### src/rtl/dm_store_sequencer.sv
// dm_store_sequencer: issues CPU stores (sw/sh/sb) to a word-wide, synchronous-read
// data memory. Full words are written directly; sub-word stores read the old word,
// merge the new lane and write it back.
// Optional build macro: DM_STORE_MISALIGN_EXC_EN (misaligned sh/sw raise err and are dropped).
module dm_store_sequencer #(
  parameter int ADDR_W = 12,
  parameter int CNT_W  = 16
) (
  input  logic              clk,
  input  logic              reset,
  input  logic              req_valid,
  output logic              req_ready,
  input  logic [1:0]        req_type,
  input  logic [ADDR_W+1:0] req_addr,
  input  logic [31:0]       req_wdata,
  output logic              done,
  output logic [ADDR_W-1:0] mem_addr,
  output logic              mem_re,
  input  logic [31:0]       mem_rdata,
  output logic              mem_we,
  output logic [31:0]       mem_wdata,
  output logic [CNT_W-1:0]  stall_cnt,
  output logic              err
);

  localparam logic [1:0] T_SH = 2'b01;
  localparam logic [1:0] T_SB = 2'b10;

  typedef enum logic [1:0] {IDLE, RD, WR} state_t;

  state_t            state, state_nxt;
  logic [ADDR_W+1:0] addr_q;
  logic [1:0]        type_q;
  logic [31:0]       wdata_q;
  logic              accept;
  logic              subword;
  logic              misal;

  // Replace the low or high halfword of a memory word.
  function automatic logic [31:0] merge_half(input logic [31:0] old,
                                             input logic [15:0] h,
                                             input logic        hi);
    return hi ? {h, old[15:0]} : {old[31:16], h};
  endfunction

  // Replace one byte lane of a memory word.
  function automatic logic [31:0] merge_byte(input logic [31:0] old,
                                             input logic [7:0]  b,
                                             input logic [1:0]  lane);
    logic [31:0] m;
    m = old;
    case (lane)
      2'd0:    m[7:0]   = b;
      2'd1:    m[15:8]  = b;
      2'd2:    m[23:16] = b;
      default: m[31:24] = b;
    endcase
    return m;
  endfunction

  assign accept  = (state == IDLE) && req_valid;
  assign subword = (req_type == T_SH) || (req_type == T_SB);

`ifdef DM_STORE_MISALIGN_EXC_EN
  logic err_q;

  // sh needs an even address, sw (and reserved) a word-aligned one; sb is always legal.
  assign misal = ((req_type == T_SH) && req_addr[0]) ||
                 (!subword && (req_addr[1:0] != 2'b00));

  // err pulses for one cycle after a misaligned request is accepted.
  always_ff @(posedge clk or negedge reset) begin
    if (!reset) err_q <= 1'b0;
    else        err_q <= accept && misal;
  end

  assign err = err_q;
`else
  assign misal = 1'b0;
  assign err   = 1'b0;
`endif

  // State register.
  always_ff @(posedge clk or negedge reset) begin
    if (!reset) state <= IDLE;
    else        state <= state_nxt;
  end

  // Capture the request only at acceptance so later input changes cannot disturb it.
  always_ff @(posedge clk or negedge reset) begin
    if (!reset) begin
      addr_q  <= '0;
      type_q  <= '0;
      wdata_q <= '0;
    end else if (accept) begin
      addr_q  <= req_addr;
      type_q  <= req_type;
      wdata_q <= req_wdata;
    end
  end

  // Saturating count of cycles the CPU spends waiting on a busy sequencer.
  always_ff @(posedge clk or negedge reset) begin
    if (!reset)
      stall_cnt <= '0;
    else if (req_valid && !req_ready && (stall_cnt != {CNT_W{1'b1}}))
      stall_cnt <= stall_cnt + 1'b1;
  end

  // Next-state and output decode; the merge uses mem_rdata still holding the RD result.
  always_comb begin
    state_nxt = state;
    req_ready = 1'b0;
    done      = 1'b0;
    mem_re    = 1'b0;
    mem_we    = 1'b0;
    mem_addr  = '0;
    mem_wdata = '0;
    case (state)
      IDLE: begin
        req_ready = 1'b1;
        if (req_valid) begin
          if (misal)        state_nxt = IDLE;
          else if (subword) state_nxt = RD;
          else              state_nxt = WR;
        end
      end
      RD: begin
        mem_re    = 1'b1;
        mem_addr  = addr_q[ADDR_W+1:2];
        state_nxt = WR;
      end
      WR: begin
        mem_we    = 1'b1;
        done      = 1'b1;
        mem_addr  = addr_q[ADDR_W+1:2];
        case (type_q)
          T_SH:    mem_wdata = merge_half(mem_rdata, wdata_q[15:0], addr_q[1]);
          T_SB:    mem_wdata = merge_byte(mem_rdata, wdata_q[7:0], addr_q[1:0]);
          default: mem_wdata = wdata_q;
        endcase
        state_nxt = IDLE;
      end
      default: state_nxt = IDLE;
    endcase
  end

endmodule

### config.mk
export PLATFORM = sky130hd
export DESIGN_NAME = dm_store_sequencer
export DESIGN_NICKNAME = d
export VERILOG_FILES = /design/src/rtl/dm_store_sequencer.sv
export SDC_FILE = /design/constraint.sdc
export NUM_CORES = 1
export LEC_CHECK = 0
export ABC_CLOCK_PERIOD_IN_PS = 4800
export CAP_MARGIN = 0
export CORE_MARGIN = 2
export CORE_UTILIZATION = 49
export CTS_CLUSTER_SIZE = 28
export DETAILED_ROUTE_END_ITERATION = 12
export GPL_TIMING_DRIVEN = 0
export PLACE_DENSITY = 0.87
export SLEW_MARGIN = 20
export SYNTH_ARGS = -nofsm -noshare
export SYNTH_HDL_FRONTEND = slang
export SYNTH_SLANG_ARGS = --single-unit
### constraint.sdc
create_clock -name clk -period 4.8 [get_ports clk]
set_input_delay 0.96 -clock clk [delete_from_list [all_inputs] [get_ports clk]]
set_output_delay 0.96 -clock clk [all_outputs]
set_load 0.03 [all_outputs]
Word-level counts from Yosys, hierarchy flattened
Cells that the tools add are included.
- word-level logic and storage cells: 39
- output and inout bits: 65
- flip-flop bits (word level): 66
- add/subtract/negate cells: 1
- eq/ne operators: 10
- muxes and demuxes: 14
- reduce and logical (&&, ||, !) cells: 9
- operators with widths (kind ; number):
    $mux 32 ; 2
    $pmux 32 s2 ; 1
    $mux 8 ; 4
    $add 16x1->16 const B ; 1
    $ne 16x16->1 const B ; 1
    $mux 12 ; 1
    $eq 2x1->1 const B ; 4
    $eq 2x2->1 const B ; 4
    $logic_not 2->1 ; 2
    $mux 2 ; 2
    $pmux 2 s2 ; 1
    $logic_and 1x1->1 ; 3
    $mux 1 ; 3
    $reduce_or 3->1 ; 1
    $ne 2x2->1 const B ; 1
    $reduce_or 2->1 ; 1
    $logic_not 1->1 ; 1
    $logic_or 1x1->1 ; 1

Logic depth before layout (Yosys ltp)
Gate-level depths: netlist (run 1).
- depth in word-level cells: 5
- mapped depth: 8
- depth with buffers taken out: 6

Worst setup path before layout (run 1)
No wires, ideal clock.
- path type: reg-to-output
- from: register type_q[0]
- to: output port mem_wdata[10]
- arrival time: 2098 ps
- path buffers: 2
- slack: 1742 ps
- cell stages (with the launch flop): 9
- data required time: 3840 ps
- path through: dfrtp_1 inv_1 ha_1 buf_2 and3b_1 clkbuf_1 nand2_1 a31o_2 a21boi_0
- cells in the longest elaborated chain, start to end: 3
- elaborated cells between the ends (all ways): 4
- RTL lines (what ; line ; RTL):
    start, declared ; 33 ; logic [1:0] type_q;
    start signal, assigned ; 97 ; type_q <= req_type;
    $eq 2x2->1 / $eq 2x1->1 (equally long branches) ; 137 ; case (type_q)
    $pmux 32 s2 (*) ; 137 ;
    $mux 32 (*) ; 119 ; case (state)
    end, declared ; 21 ; output logic [31:0] mem_wdata,
Every way passes the cells marked *; elsewhere a longest branch is shown, timed or not.

Worst setup path after layout (run 1)
- from: register type_q[0]
- to: output port mem_wdata[30]
Same word-level chain as after synthesis.

==> results of run 1 <==
==> per-layer routing <==
layer | track usage, % | vias to the layer above | share of wire (%)
met2 | 45.9 | 167 | 49
met1 | 29.4 | 1754 | 39
met4 | 11.1 | 0 | 3.0
li1 | - | 1761 | -
met5 | 0 | - | 0
met3 | 7.74 | 29 | 9.2
==> cells by family after synthesis <==
kind of cell	count (synthesis)
mux	82
fa+ha+maj	6
other cells	1
simple gates	119
compound gates	87
buf+inv	34
xor+xnor	15
flops	66
==> final cells by class <==
class / count / share of cell area [%]
multi-input cells: 310 / 38.2
flip-flops and latches: 66 / 28.1
repair buffers: 147 / 25.3
clock buffers: 11 / 2.58
well taps: 105 / 2.24
plain buffers: 28 / 2.15
clock inverters: 5 / 1.02
inverters: 6 / 0.384
==> registers in the layout, summed over array words and instances (netlist names) <==
signal	count
wdata_q	32
addr_q	14
state	2
type_q	2
stall_cnt	16
==> cell usage in the layout (no fill, tap or decap), types with 2 or more instances in the layout <==
cell type / instances
sky130_fd_sc_hd__inv_6: 2
sky130_fd_sc_hd__nand4_1: 3
sky130_fd_sc_hd__xor2_1: 15
sky130_fd_sc_hd__nor4_1: 5
sky130_fd_sc_hd__nor2_1: 21
sky130_fd_sc_hd__o21ai_0: 26
sky130_fd_sc_hd__clkdlybuf4s50_1: 145
sky130_fd_sc_hd__nand2_1: 44
sky130_fd_sc_hd__nand2b_1: 3
sky130_fd_sc_hd__a21oi_1: 36
sky130_fd_sc_hd__nor3_1: 4
sky130_fd_sc_hd__clkbuf_1: 14
sky130_fd_sc_hd__and2_1: 14
sky130_fd_sc_hd__buf_2: 7
sky130_fd_sc_hd__and3_1: 2
sky130_fd_sc_hd__buf_4: 4
sky130_fd_sc_hd__mux2_2: 65
sky130_fd_sc_hd__ha_1: 6
sky130_fd_sc_hd__a31o_2: 8
sky130_fd_sc_hd__buf_1: 3
sky130_fd_sc_hd__mux2i_1: 16
sky130_fd_sc_hd__clkbuf_8: 11
sky130_fd_sc_hd__dfrtp_1: 66
sky130_fd_sc_hd__inv_1: 5
sky130_fd_sc_hd__nand3_1: 12
sky130_fd_sc_hd__a21boi_0: 16
==> power by group through the flow <==
stage,Combinational (mW),Sequential [mW],Clock (mW)
final,2.59,1.04,0.502
after global routing,2.76,1.07,0.532
after CTS,2.59,1.03,0.510
after detailed placement,2.57,1.04,0
after global placement,2.52,1.03,0
after floorplan,1.65,1.02,0
==> critical path, stage by stage (launching register included) <==
cell	delay, ps
sky130_fd_sc_hd__dfrtp_1	410
sky130_fd_sc_hd__inv_1	70
sky130_fd_sc_hd__ha_1	130
sky130_fd_sc_hd__buf_2	180
sky130_fd_sc_hd__clkbuf_1	410
sky130_fd_sc_hd__buf_1	420
sky130_fd_sc_hd__a21oi_1	120
sky130_fd_sc_hd__a21oi_1	230
sky130_fd_sc_hd__clkdlybuf4s50_1	720
==> per-stage QoR <==
step / instances / hold WS [ps] / power [mW]
4_1_cts: 678 / 470 / 4.13
5_1_grt: 678 / 482 / 4.37
3_5_place_dp: 662 / 488 / 3.62
2_1_floorplan: 410 / 471 / 2.67
6_report: 678 / 478 / 4.13
3_3_place_gp: 661 / 480 / 3.55
==> final timing paths <==
check	startpoint	endpoint	slack [ps]	cells after the start
setup / recovery	type_q[0]	mem_wdata[30]	800	8
hold reg to reg	wdata_q[26]	wdata_q[26]	500	1
max in group asynchronous	reset	state[1]	3800	2
setup reg to reg	state[0]	stall_cnt[11]	2850	7
hold / removal	reset	addr_q[13]	480	1
min in group clk	wdata_q[26]	wdata_q[26]	500	1
==> PnR_summary.wiki, run 1 <==
{| class="wikitable"
! Metric !! Value
|-
| CTS Root Buffer Type || sky130_fd_sc_hd__clkbuf_8
|-
| Cell taking the most area after synthesis || sky130_fd_sc_hd__dfrtp_1
|-
| Detail Route Antenna Nets || 0
|-
| Half-perimeter wire length of the detailed placement result || approximately 8800 µm
|-
| Logic gate share of total power || approximately 63%
|-
| Number of flops mapped to enable cells by yosys || 0
|-
| Data arrival time of the critical path || ~3000 ps
|-
| Worst slack at placement || ~1200 ps
|-
| Number of clock buffers inserted by TritonCTS || 9
|-
| Number of nets produced by synthesis || between 400 and 500
|-
| Cell area after synthesis || approximately 0.004 mm²
|-
| CP Class || reg -> out
|-
| Cell types with the largest area share after synthesis || sky130_fd_sc_hd__dfrtp_1 (41%), sky130_fd_sc_hd__mux2_2 (18%), sky130_fd_sc_hd__a21oi_1 (4.5%), sky130_fd_sc_hd__nand2_1 (4.1%), sky130_fd_sc_hd__mux2i_1 (4.0%)
|-
| Initial antenna violation count || 0
|-
| Post-Route Utilization || approximately 73%
|-
| Portion of netlist area occupied by mux cells || 22.4%
|-
| Fraction of power spent switching nets || 46.4%
|-
| P_leak || 2.36 nW
|-
| Die boundary width || ~95 µm
|-
| Fin area || a little under 0.006 mm²
|-
| Synth top area share || between 40% and 50%
|-
| Layout cells sized above 1 || between 10% and 20%
|-
| Total grt overflow || 0
|-
| Sequential Area || between 0.0015 and 0.002 mm²
|-
| Gpl congestion || 0.912
|-
| Starting utilization of the core area || 49.9%
|-
| Total negative setup slack || 0 ps
|-
| Placeable core region || 0.00809 mm²
|-
| Main combinational cell family by area after synthesis || multiplexers
|-
| Vias after detailed routing || between 3000 and 4000
|-
| Multi-input gate area in the final layout || roughly 0.0022 mm²
|-
| Int Power || 2.21 mW
|-
| Diodes inserted || 0
|-
| Max-slew violation total from the final report || 0
|-
| Worst path setup slack after routing || 800 ps
|-
| Per-instance average area after synthesis || slightly below 10 µm²
|-
| Maximum clock rate || between 200 and 300 MHz
|-
| Clock slew seen by the registers of the worst setup and hold paths || ~80 ps
|-
| Iter 0 DRT Violations || 110
|-
| #FFs+latches synth || 66
|-
| Power per cell area || 704 mW/mm²
|-
| Setup-failing EPs final || 0
|-
| Async SR Flop Fraction || 100%
|-
| Area grow syn2layout || 45.3%
|-
| Top-Level Pins || between 100 and 150
|-
| Post-Synth XOR/XNOR Area || ~3.3%
|-
| Worst setup skew after layout || around 15 ps
|-
| Sinks on Clock Net || between 60 and 70
|-
| Via count normalized by instance count || 5.47
|-
| Slew at the pin closest to its max-slew limit || 614 ps
|-
| Filler cell count in the final layout || about 620
|-
| Element type at the critical path start || flip-flop
|-
| Top-count cell post-synth || sky130_fd_sc_hd__dfrtp_1
|-
| Post-placement cell area || roughly 0.0057 mm²
|-
| Average wire per standard cell || between 15 and 20 µm
|-
| Sequential share of power || between 20% and 30%
|-
| Hold/Removal Path Class || in -> async
|-
| H-tree level count || 3
|-
| Simple-gate share of the synthesized area || around 15%
|-
| Total length of routed wires || ~12000 µm
|-
| Type of destination of the critical path || primary output
|-
| Clock share of power || between 10 and 15%
|-
| Sequential cell area fraction in the yosys report || about two fifths
|-
| Number of buffers on the longest clock path || 2
|-
| RSZ-0062 raised after global routing || false
|-
| Number of buffers added for setup after CTS || 0
|-
| Count of distinct cell types in the synthesized netlist || 39
|-
| Max-cap check violation count || 0
|-
| Worst rel slew slack || 59.0%
|-
| Primary FF master, synth || sky130_fd_sc_hd__dfrtp_1
|-
| Die area || between 0.008 and 0.009 mm²
|-
| Quantity of I/O buffers inserted on ports || roughly 150
|-
| Arithmetic-cell share of the synthesized area counting full adders, half adders and majority gates || approximately 1.9%
|-
| Gate count of the mapped netlist || between 400 and 500
|-
| Net Sw Power || between 1.5 and 2 mW
|-
| Clock insertion delay at the later pin of the skew report || approximately 350 ps
|-
| Number of DRC violations after detailed routing || 0
|-
| Vertical die dimension || between 90 and 100 µm
|-
| Clock tree from TritonCTS || yes
|-
| Compound-Gate Fraction of Synth Area || 12.5%
|-
| Cts-stage hold buffer count || 0
|-
| Maximum number of pins on one net before global-route repair || 51
|-
| Warning count from the yosys run || 0
|-
| Overall Global Routing Usage || 26.1%
|-
| Total iterations of the first detailed-routing run || 4
|-
| Layout Nets || roughly 660
|-
| Wire length of the first global-routing pass || about 18000 µm
|-
| Share of the cycle needed by the critical path after routing || between 80% and 90%
|-
| Required time of the critical path || between 3000 and 4000 ps
|-
| # resized after CTS || 0
|-
| Worst voltage drop across the vdd grid || just over 0.0004 V
|-
| Status || finished, final reports clean
|-
| Hold Vio Cnt, Final || 0
|-
| Leading cell types by count after synthesis || sky130_fd_sc_hd__dfrtp_1 (66), sky130_fd_sc_hd__mux2_2 (65), sky130_fd_sc_hd__nand2_1 (44), sky130_fd_sc_hd__a21oi_1 (36), sky130_fd_sc_hd__o21ai_0 (26)
|-
| Worst-path fanout max || 10
|-
| Vias in the first global route || roughly 3800
|-
| Number of placement rows || 33
|-
| Final min period || 4000 ps
|}
(Power assumes the default switching activity.)
==> inputs of run 2 (changes only) <==
Settings changed: ABC_CLOCK_PERIOD_IN_PS 4800 to 3870, CORE_UTILIZATION 49 to 45, PLACE_DENSITY 0.87 to 0.81.
Clock period 4.8 ns to 3.87 ns, I/O delays scaled along.
==> PnR_summary.wiki, run 2 (synthesized netlist as in run 1, its figures left out) <==
{| class="wikitable"
! Metric !! Value
|-
| Vias after detailed routing || 3642 (was 3711)
|-
| Top layer reached by signal wires || met4 (unchanged)
|-
| Detail Route Antenna Nets || 0 (unchanged)
|-
| Number of buffers added for setup after CTS || 0 (unchanged)
|-
| Number of buffers on the longest clock path || 2 (unchanged)
|-
| H-tree level count || 3 (unchanged)
|-
| Top-Level Pins || 148 (unchanged)
|-
| Worst-path fanout max || 9 (was 10)
|-
| Top library cells by usage in the layout, fill and taps aside || sky130_fd_sc_hd__clkdlybuf4s50_1 (145), sky130_fd_sc_hd__dfrtp_1 (66), sky130_fd_sc_hd__mux2_2 (65), sky130_fd_sc_hd__nand2_1 (44), sky130_fd_sc_hd__a21oi_1 (34) (was sky130_fd_sc_hd__clkdlybuf4s50_1 (145), sky130_fd_sc_hd__dfrtp_1 (66), sky130_fd_sc_hd__mux2_2 (65), sky130_fd_sc_hd__nand2_1 (44), sky130_fd_sc_hd__a21oi_1 (36))
|-
| Max-slew violation total from the final report || 0 (unchanged)
|-
| Vias in the first global route || 3747 (was 3793)
|-
| Worst setup skew after layout || 8.12 ps (was 15.2 ps)
|-
| Cts-stage hold buffer count || 0 (unchanged)
|-
| Power per cell area || 866 mW/mm² (was 704 mW/mm²)
|-
| Sum of met3 wire segment lengths after detailed routing || 1010 µm (was 1070 µm)
|-
| Multi-input gate area in the final layout || 0.00225 mm² (was 0.00224 mm²)
|-
| Launch point of the critical path || type_q[0] (unchanged)
|-
| Initial antenna violation count || 0 (unchanged)
|-
| Data arrival time of the critical path || 2880 ps (was 3040 ps)
|-
| Sinks on Clock Net || 66 (unchanged)
|-
| Clock slew seen by the registers of the worst setup and hold paths || 70 ps (was 80 ps)
|-
| Overall Global Routing Usage || 23.9% (was 26.1%)
|-
| Diodes inserted || 0 (unchanged)
|-
| Maximum clock rate || 274 MHz
|-
| P_leak || 2.35 nW (was 2.36 nW)
|-
| Type of destination of the critical path || primary output (unchanged)
|-
| Fin area || 0.00587 mm² (about the same)
|-
| Hold/Removal Path Class || in -> async (unchanged)
|-
| Area grow syn2layout || 45.1% (was 45.3%)
|-
| CP Class || reg -> out (unchanged)
|-
| Final min period || around 3600 ps
|-
| Starting utilization of the core area || 46.3% (was 49.9%)
|-
| Element type at the critical path start || flip-flop (unchanged)
|-
| Clock tree from TritonCTS || yes (unchanged)
|-
| RR Startpoint || state[0] (unchanged)
|-
| Number of clock buffers inserted by TritonCTS || 9 (unchanged)
|-
| Leading cell type in the layout, fill and taps excluded || sky130_fd_sc_hd__clkdlybuf4s50_1 (unchanged)
|-
| Worst voltage drop across the vdd grid || 0.000515 V (was 0.000411 V)
|-
| Worst rel slew slack || 60.5% (was 59.0%)
|-
| RSZ-0062 raised after global routing || false (unchanged)
|-
| Average wire per standard cell || 17.0 µm (was 17.2 µm)
|-
| # resized after CTS || 0 (unchanged)
|-
| Die boundary width || 98.8 µm (was 94.8 µm)
|-
| Layout Nets || 657 (unchanged)
|-
| Quantity of I/O buffers inserted on ports || 146 (unchanged)
|-
| Max-cap check violation count || 0 (unchanged)
|-
| Sequential Area || 0.00165 mm² (unchanged)
|-
| WL met2 || 5710 µm (was 5730 µm)
|-
| Worst path setup slack after routing || 221 ps (was 800 ps)
|-
| Total iterations of the first detailed-routing run || 4 (unchanged)
|-
| Maximum number of pins on one net before global-route repair || 42 (was 51)
|-
| Via count normalized by instance count || 5.35 (was 5.47)
|-
| Setup-failing EPs final || 0 (unchanged)
|-
| Number of placement rows || 34 (was 33)
|-
| Leading registers by flop count || wdata_q x32, stall_cnt x16, addr_q x14 (unchanged)
|-
| Final hold slack || 341 ps (was 478 ps)
|-
| Routed length on met1 || 4630 µm (was 4510 µm)
|-
| Total grt overflow || 0 (unchanged)
|-
| Required time of the critical path || 3100 ps (was 3840 ps)
|-
| Flip-flop count of the largest register after layout || 32 (unchanged)
|-
| Hold Vio Cnt, Final || 0 (unchanged)
|-
| Filler cell count in the final layout || 689 (was 616)
|-
| Die area || 0.00975 mm² (was 0.00899 mm²)
|-
| Iter 0 DRT Violations || 120 (was 110)
|-
| Share of the cycle needed by the critical path after routing || 94.3%
|-
| Status || finished, final reports clean (unchanged)
|-
| Number of DRC violations after detailed routing || 0 (unchanged)
|-
| Slew at the pin closest to its max-slew limit || 593 ps (was 614 ps)
|-
| Post-placement cell area || 0.00566 mm² (about the same)
|-
| Gpl congestion || 0.874 (was 0.912)
|-
| Total length of routed wires || 11600 µm (was 11700 µm)
|-
| Placeable core region || 0.00872 mm² (was 0.00809 mm²)
|-
| Vertical die dimension || 98.8 µm (was 94.8 µm)
|-
| Register with the most flip-flops || wdata_q (unchanged)
|-
| CTS Root Buffer Type || sky130_fd_sc_hd__clkbuf_8 (unchanged)
|-
| Half-perimeter wire length of the detailed placement result || 8840 µm (was 8830 µm)
|-
| Wire length of the first global-routing pass || 18400 µm (was 17800 µm)
|-
| Worst slack at placement || 488 ps (was 1160 ps)
|-
| Clock insertion delay at the later pin of the skew report || 330 ps (was 350 ps)
|-
| Layout cells sized above 1 || 19.7% (was 19.2%)
|}
[run 2: cell types whose count changed in the layout (fill, tap and decap cells not counted), sizes merged]
cell / delta
clkbuf: +1
clkinv: +1
inv: -2
[run 2: report_power, final]
group	switching [mW]	internal (mW)	total (mW)
logic	1.79	1.42	3.21
registers	0.298	0.997	1.30
clock network	0.259	0.316	0.574
[run 2: through the flow]
stage               power (mW)  util [%]  TNS, ps  cells
floorplan                 3.31         -        0    410
global placement          4.41      64.6    -8020    664
detailed placement        4.47      64.8        0    665
CTS                       5.08      67.1        0    681
global route              5.41      67.3        0    681
finish                    5.08      67.3        0    681
[run 2: final cells by class]
class / count / share of cell area, %
multi-input cells: 310 / 38.4
flip-flops and latches: 66 / 28.2
repair buffers: 147 / 25.2
clock buffers: 12 / 2.47
well taps: 108 / 2.30
plain buffers: 28 / 2.20
clock inverters: 4 / 0.875
inverters: 6 / 0.384
[run 2: routing by layer]
metal	vias to the layer above	global-route usage, %
met5	-	0
met4	0	8.64
met3	22	8.01
met2	146	41.5
met1	1721	27.4
li1	1753	-
[run 2: path summary, 6_finish.rpt]
kind                            cells past startpoint            end  slack, ps
worst max-delay path                                9  mem_wdata[14]        220
worst min register to register                      1    wdata_q[30]        500
worst max register to register                      7  stall_cnt[15]       1890
worst min-delay path                                1  stall_cnt[10]        340
max in group asynchronous                           2    wdata_q[15]       2980
min in group clk                                    1    wdata_q[30]        500
[run 2: critical path, stage by stage, from the launching register on]
cell and delay [ps]:
sky130_fd_sc_hd__dfrtp_1 400, sky130_fd_sc_hd__inv_1 60, sky130_fd_sc_hd__ha_1 120, sky130_fd_sc_hd__buf_2 190, sky130_fd_sc_hd__and3b_1 180, sky130_fd_sc_hd__clkbuf_1 270, sky130_fd_sc_hd__nand2_1 90, sky130_fd_sc_hd__a31o_2 250
sky130_fd_sc_hd__a21boi_0 250, sky130_fd_sc_hd__clkdlybuf4s50_1 730
